<file path="src/rtl/led_pio_pkg.sv">
// Shared constants for the LED PIO with set/clear and hardware blink.
package led_pio_pkg;

    localparam logic [2:0] ADDR_DATA       = 3'd0;
    localparam logic [2:0] ADDR_BLINK_MASK = 3'd1;
    localparam logic [2:0] ADDR_PRESCALE   = 3'd2;
    localparam logic [2:0] ADDR_STATUS     = 3'd3;
    localparam logic [2:0] ADDR_OUTSET     = 3'd4;
    localparam logic [2:0] ADDR_OUTCLEAR   = 3'd5;

    localparam int unsigned STATUS_PHASE_BIT = 31;

endpackage

</file>
<file path="src/rtl/blink_prescaler.sv">
// Free-running blink prescaler: phase toggles every PRESCALE cycles, held at 1 when PRESCALE is 0.
module blink_prescaler #(
    parameter int unsigned CNT_W = 24
) (
    input  logic             clk,
    input  logic             reset,
    input  logic [CNT_W-1:0] prescale_i,
    input  logic             load_i,
    output logic             phase_o,
    output logic             phase_next_o
);

    logic [CNT_W-1:0] cnt_q, cnt_d;
    logic             phase_q, phase_d;

    always_comb begin
        cnt_d   = cnt_q;
        phase_d = phase_q;
        // A PRESCALE write restarts the period and beats a coincident terminal count.
        if (load_i || (prescale_i == '0)) begin
            cnt_d   = '0;
            phase_d = 1'b1;
        end else if (cnt_q == prescale_i - CNT_W'(1)) begin
            cnt_d   = '0;
            phase_d = ~phase_q;
        end else begin
            cnt_d = cnt_q + CNT_W'(1);
        end
    end

    always_ff @(posedge clk) begin
        if (reset) begin
            cnt_q   <= '0;
            phase_q <= 1'b1;
        end else begin
            cnt_q   <= cnt_d;
            phase_q <= phase_d;
        end
    end

    assign phase_o      = phase_q;
    assign phase_next_o = phase_d;

endmodule

</file>
<file path="src/rtl/led_pio_blink.sv">
// Avalon-MM LED PIO: data register, atomic set/clear, per-bit blink mask and status readback.
module led_pio_blink
    import led_pio_pkg::*;
#(
    parameter int unsigned          WIDTH            = 5,
    parameter int unsigned          CNT_W            = 24,
    parameter logic [WIDTH-1:0]     RESET_VALUE      = '0,
    parameter logic [CNT_W-1:0]     DEFAULT_PRESCALE = '0
) (
    input  logic             clk,
    input  logic             reset,
    input  logic [2:0]       address,
    input  logic             chipselect,
    input  logic             write_n,
    input  logic [31:0]      writedata,
    output logic [31:0]      readdata,
    output logic [WIDTH-1:0] out_port
);

    logic [WIDTH-1:0] data_out_q, data_out_d;
    logic [WIDTH-1:0] blink_mask_q, blink_mask_d;
    logic [CNT_W-1:0] prescale_q, prescale_d;
    logic [WIDTH-1:0] out_q, out_d;
    logic             prescale_load;
    logic             phase_q, phase_d;
    logic             unused_wdata;

    assign unused_wdata = ^writedata;

    always_comb begin
        data_out_d    = data_out_q;
        blink_mask_d  = blink_mask_q;
        prescale_d    = prescale_q;
        prescale_load = 1'b0;
        if (chipselect && !write_n) begin
            case (address)
                ADDR_DATA:       data_out_d   = writedata[WIDTH-1:0];
                ADDR_BLINK_MASK: blink_mask_d = writedata[WIDTH-1:0];
                ADDR_PRESCALE: begin
                    prescale_d    = writedata[CNT_W-1:0];
                    prescale_load = 1'b1;
                end
                ADDR_OUTSET:     data_out_d   = data_out_q | writedata[WIDTH-1:0];
                ADDR_OUTCLEAR:   data_out_d   = data_out_q & ~writedata[WIDTH-1:0];
                default: ;
            endcase
        end
        // Use next-state values so writes and phase toggles land on out_port in the same edge.
        out_d = data_out_d & ~(blink_mask_d & {WIDTH{~phase_d}});
    end

    always_ff @(posedge clk) begin
        if (reset) begin
            data_out_q   <= RESET_VALUE;
            blink_mask_q <= '0;
            prescale_q   <= DEFAULT_PRESCALE;
            out_q        <= RESET_VALUE;
        end else begin
            data_out_q   <= data_out_d;
            blink_mask_q <= blink_mask_d;
            prescale_q   <= prescale_d;
            out_q        <= out_d;
        end
    end

    blink_prescaler #(
        .CNT_W (CNT_W)
    ) u_prescaler (
        .clk          (clk),
        .reset        (reset),
        .prescale_i   (prescale_d),
        .load_i       (prescale_load),
        .phase_o      (phase_q),
        .phase_next_o (phase_d)
    );

    always_comb begin
        readdata = '0;
        case (address)
            ADDR_DATA:       readdata[WIDTH-1:0] = data_out_q;
            ADDR_BLINK_MASK: readdata[WIDTH-1:0] = blink_mask_q;
            ADDR_PRESCALE:   readdata[CNT_W-1:0] = prescale_q;
            ADDR_STATUS: begin
                readdata[WIDTH-1:0]        = out_q;
                readdata[STATUS_PHASE_BIT] = phase_q;
            end
            default: ;
        endcase
    end

    assign out_port = out_q;

endmodule

</file>
<file path="config.mk">
export PLATFORM = sky130hd
export DESIGN_NAME = led_pio_blink
export DESIGN_NICKNAME = d
export VERILOG_FILES = /design/src/rtl/led_pio_pkg.sv /design/src/rtl/blink_prescaler.sv /design/src/rtl/led_pio_blink.sv
export SDC_FILE = /design/constraint.sdc
export NUM_CORES = 1
export LEC_CHECK = 0
export ABC_AREA = 1
export CORE_MARGIN = 4
export CORE_UTILIZATION = 40
export DETAILED_ROUTE_END_ITERATION = 10
export GPL_TIMING_DRIVEN = 0
export PLACE_DENSITY = 0.63
export SLEW_MARGIN = 20
export SYNTH_ARGS = -nofsm -noshare
export SYNTH_HDL_FRONTEND = slang
export SYNTH_SLANG_ARGS = --single-unit
</file>
<file path="constraint.sdc">
create_clock -name clk -period 4.1 [get_ports clk]
set_input_delay 1.23 -clock clk [delete_from_list [all_inputs] [get_ports clk]]
set_output_delay 1.23 -clock clk [all_outputs]
set_load 0.005 [all_outputs]
</file>
Yosys cells after proc, flatten, opt, wreduce, memory -nomap -nowiden
Index checks and enable logic that the tools add are counted.

Multiplexer cells: 13. Shifts and indexed selects: 0. Order comparisons: 0. Reduce and logical (&&, ||, !) cells: 6. Equal/unequal tests: 6. Multiply operators: 0. Divide/modulo/power cells: 0. Bitwise gates (word level): 8. Add/subtract/negate cells: 2.

Operators by type and width (number): $mux W24 (2); $add A24 B1 Y24 const B (1); $eq A24 B24 Y1 (1); $logic_not A24 Y1 (1); $sub A24 B1 Y24 const B (1); $pmux W5 S4 (1); $mux W19 (1); $and A5 B5 Y5 (3); $mux W5 (3); $pmux W5 S3 (1); $not A5 Y5 (2); $eq A3 B2 Y1 const B (2); $eq A3 B3 Y1 const B (2); $mux W1 (5); $or A5 B5 Y5 (1); $eq A3 B1 Y1 const B (1); $logic_not A3 Y1 (1); $reduce_or A3 Y1 (1); $not A1 Y1 (2); $logic_and A1 B1 Y1 (1); $logic_not A1 Y1 (1); $logic_or A1 B1 Y1 (1).

Output and inout port bits: 37. Input bits: 39. Memories kept: 0. Word-level logic and storage cells: 41. Bits in read-only memories: 0. Bits in latches: 0. Bits in registers: 64. RAM bits: 0.

Logic depth before layout (Yosys ltp)
Depth after elaboration: 11. Depth in mapped cells: 24. Gate-level depth less buffers: 22.

Hierarchy
Synthesis repeated with hierarchy kept, for this count alone.

Cell total of the unflattened synthesis: 758. Area total of the unflattened synthesis: 4574.4 µm².

Modules (own cells, without submodules): blink_prescaler (cells each 430, sequential area each 500.5 µm², times used 1, area an instance 2496.1 µm²); led_pio_blink (cells each 328, sequential area each 780.7 µm², times used 1, area an instance 2078.2 µm²).

Worst setup path before layout
OpenSTA, ideal clock, no wires.

Path kind: input to register. Start: input port address[0]. End: register u_prescaler.cnt_q[12]. Stages on the path: 22. Slack: 563 ps. Data required time: 3970 ps. Setup time: 130 ps. Arrival time: 3407 ps. Path buffers: 3. Cell sequence: buf_2 -> inv_2 -> nand3_4 -> nor2_4 -> buf_6 -> nand2_2 -> nand2_2 -> ha_1 -> nand2_1 -> nor2_4 -> nand2_1 -> nor2_2 -> nand3_1 -> nand2_1 -> inv_1 -> nor2_1 -> nand2_2 -> nor2_4 -> nand2_4 -> nand3_4 -> buf_8 -> nor3_2.

Word-level cells in the longest chain between the ends: 6. Elaborated cells between the ends (all ways): 10. Those cells by class: 1 x add/sub; 2 x eq/ne; 4 x mux; 3 x reduce/logical.

RTL lines: start, declared (line led_pio_blink.sv:12) `input logic [2:0] address,`; $eq A3 B2 Y1 * (line led_pio_blink.sv:36) `case (address)`; $mux W24 (line led_pio_blink.sv:36); $mux W24 (line led_pio_blink.sv:35) `if (chipselect && !write_n) begin`; $sub A24 B1 Y24 / $logic_not A24 Y1 (equally long branches) (line blink_prescaler.sv:23, blink_prescaler.sv:20); $eq A24 B24 Y1 / $logic_or A1 B1 Y1 (equally long branches) (line blink_prescaler.sv:23, blink_prescaler.sv:20); $reduce_or A3 Y1 (no line) *; end signal, assigned (line blink_prescaler.sv:36) `cnt_q <= cnt_d;`; end, declared (line blink_prescaler.sv:13) `logic [CNT_W-1:0] cnt_q, cnt_d;`.

Mark *: on every way between the ends. The rest lies on a longest branch, timed or not. A chain may end at the register's enable or synchronous reset.

Worst setup path after layout
Start: input port address[2]. End: output port readdata[3].

Word-level cells in the longest chain between the ends: 2. Elaborated cells between the ends (all ways): 5. Those cells by class: 3 x eq/ne; 1 x mux; 1 x reduce/logical.

RTL lines: $eq A3 B2 Y1, or another cell as far along (line led_pio_blink.sv:79) `case (address)`; $pmux W5 S4 * (line led_pio_blink.sv:79); end, declared (line led_pio_blink.sv:16) `output logic [31:0] readdata,`.

Marks and branches as above.

==> flow_summary_export.csv <==
group,metric,value,unit
placed_design,placement.io_buffers,58,
worst_setup_path,worst-endpoint-required,2870,ps
timing,sum_of_negative_setup_slack,0,ps
clock_tree,clk_pin_slew_worst_paths,50,ps
floorplanning,dieArea,13300,sq um
global_route,grt_use_total,0.214,
clock_tree,ctsRootBufferMaster,"clkbuf_16",
worst_setup_path,crit_path_max_fanout,10,
global_route,grt_pass1_wl,22300,microns
clock_tree,clock_buffer_depth,2,
synth,synth.avg_cell_area,6.28,sq um
synth,combinational_family_with_the_most_area_after_synthesis,"simple AND/OR/NAND/NOR gates",
synth,simple_gate_fraction_of_synth_area,0.478,
clock_tree,cts_sinks,64,
power_and_ir_drop,p_leak,2.75,nW
worst_setup_path,timing.critical_path.to_type,"primary output",
route,antenna_violating_nets_remaining,0,
layout,num-nets-final,854,
floorplanning,initial_utilization,0.417,
route,vias_per_cell,4.97,
route,detailroute.via_count,4760,
layout,multi_input_comb_area,2790,sq um
worst_setup_path,critPathBufInv,4,
floorplanning,core_region_area,11000,sq um
timing,final.min_clock_period,4010,ps
timing,number_of_setup_violations_in_the_final_report,0,
power_and_ir_drop,ir_worst_vdd,0.227,mV
worst_setup_path,rrSetupSlack,1310,ps
synth,synth.mux.area_fraction,0,
placed_design,pre_cts_slack,-439,ps
clock_tree,cts_tree,"built",
worst_setup_path,crit_type,"in -> out",
synth,synth_edf_count,0,
route,first_pass_iters,7,
synth,synth_cells,733,
layout,mostFrequentLayoutCell,"nand2_1",
timing,worst_slew_margin,0.546,
layout,syn_to_final_growth,25.8,%
worst_setup_path,cells_traversed_along_the_worst_timing_path,"dlygate4sd2_1 > inv_2 > nand3_4 > buf_4 > o2111ai_1 > clkdlybuf4s50_1",
floorplanning,floorplan.rows,38,
synth,ys_seq_area_frac,0.278,
timing,final.period_utilization,0.978,
synth,syn_area,4600,sq um
route,initialDrtViolationCount,291,
synth,dominantRegCellSynth,"dfxtp_1",
layout,antenna_diode_count,0,
global_route,first_global_vias,4632,
synth,synth.lib_cells_used.distinct,41,
global_route,antenna_found_initial,0,
layout,post_route_cells_drive_above_1_share,0.156,
timing,fin_ws,88.6,ps
power_and_ir_drop,power_per_cell_area,323,nW/um^2
worst_setup_path,slowest_stage,"clkdlybuf4s50_1",
timing,timing.final.hold_violations,0,
synth,post_synth_adder_cell_area,0.00544,
timing,fmax,249,MHz
clock_tree,h-tree-depth,3,
placed_design,gp_routability_congestion,0.873,
worst_setup_path,worst_setup_path_start_kind,"primary input",
worst_setup_path,critPathArrivalTime,2780,ps
floorplanning,dieHeight,115,microns
synth,synth-compound-area-share,0.0598,
synth,synth_xor_xnor_area_share,0.0476,
layout,most-common-layout-cells,"nand2_1, inv_1, nor2_1, dfxtp_1, nand3_1",
worst_setup_path,critical_path.top_delay_family,"buffers and inverters",
floorplanning,floorplan.die.width,115,microns
clock_tree,cts-hold-fix-buffers,0,
timing,timing.final.max_slew_violations,0,
global_route,grt_start_max_net_pins,12,
timing,clock-skew-final,4.71,ps
route,drc,0,
route,drt-total-wl,13600,microns
layout,seqCellArea,1280,sq um
worst_setup_path,crit_path_largest_cell_delay,540,ps
synth,synth-async-reset-ratio,0,
floorplanning,floorplan.io_pins,76,
clock_tree,clock_latency,340,ps
hold_path,hold_path.class,"reg -> reg",
placed_design,hpwlAfterDp,10700,microns
synth,ys_ff_latch,64,
clock_tree,cts_made_buffers,9,
job,max_cap_viol_count,0,
route,final_routed_wire_length_divided_by_cell_count,14.2,microns
outcome,outcome,"finished, final reports clean",
global_route,grt.overflow.total,0,
layout,final.fill_count,1120,
timing,timing_worst_slew_pin_value,676,ps
synth,yosysWarningCount,0,
## cell type report
cell class              instances  area share
clock inverters                 6      0.0143
well taps                     140      0.0303
repair buffers                 63       0.106
flip-flops and latches         64       0.221
clock buffers                  10      0.0413
plain buffers                  23      0.0326
inverters                     113      0.0733
multi-input cells             539       0.481
## cells in the mapped netlist (all sizes together) (2+ instances only)
cell | n | area (sq um)
nand2 | 229 | 930
nor2 | 134 | 658
inv | 112 | 420
dfxtp | 64 | 1280
nand3 | 63 | 358
o21ai | 25 | 133
xor2 | 23 | 201
buf | 18 | 156
nand4 | 12 | 75.1
nor3 | 10 | 75.1
nor3b | 6 | 55.1
a22oi | 5 | 37.5
clkbuf | 5 | 18.8
o2111ai | 5 | 43.8
a21oi | 4 | 20.0
a31oi | 3 | 18.8
nor4 | 3 | 25.0
ha | 2 | 25.0
nand3b | 2 | 15.0
o21bai | 2 | 15.0
xnor2 | 2 | 17.5
## cells by family after synthesis
family          count (synthesis)
compound gates                 45
flops                          64
simple gates                  460
xor+xnor                       25
fa+ha+maj                       2
buf+inv                       136
other cells                     1
## sequential cells by signal (all words and copies together), names as in the netlist
register / count
out_port: 5
prescale_q: 24
data_out_q: 5
u_prescaler.phase_o: 1
u_prescaler.cnt_q: 24
blink_mask_q: 5
## routing by layer
metal	up-vias	wire length (microns)	GRT usage
met5	-	0	0
met4	0	207	0.0626
met3	14	738	0.0432
met2	129	6530	0.370
met1	2194	6150	0.267
li1	2423	-	-
## metrics by stage
| stage | hold WS (ps) | total power [mW] | utilization | instances | area (sq um) |
|---|---|---|---|---|---|
| finish | 480 | 1.87 | 0.525 | 958 | 5790 |
| global route | 532 | 1.95 | 0.525 | 958 | 5790 |
| CTS | 487 | 1.86 | 0.519 | 955 | 5720 |
| detailed placement | 472 | 1.03 | 0.488 | 937 | 5380 |
| global placement | 469 | 1.02 | 0.488 | 937 | 5380 |
| floorplan | 446 | 0.917 | - | 739 | 4620 |
## repair_timing
| item | CTS | global route |
|---|---|---|
| resized for setup | 5 | 17 |
| setup endpoints to repair | 49 | 40 |
| setup buffers | 2 | 3 |
| pin swaps | 0 | 3 |
## worst paths after layout
kind / cells after the start / from / endpoint
worst min register to register: 1 / u_prescaler.cnt_q[0] / u_prescaler.cnt_q[0]
worst max-delay path: 6 / address[2] / readdata[3]
worst min-delay path: 1 / u_prescaler.cnt_q[0] / u_prescaler.cnt_q[0]
worst max register to register: 14 / u_prescaler.cnt_q[0] / u_prescaler.cnt_q[22]
## power breakdown
group | leakage, nW | switching [mW] | internal (mW) | total, mW
sequential | 0.517 | 0.00818 | 0.634 | 0.642
clock | 0.158 | 0.290 | 0.545 | 0.835
combinational | 2.07 | 0.245 | 0.147 | 0.392
No activity file was read; power rests on OpenSTA's default activity.
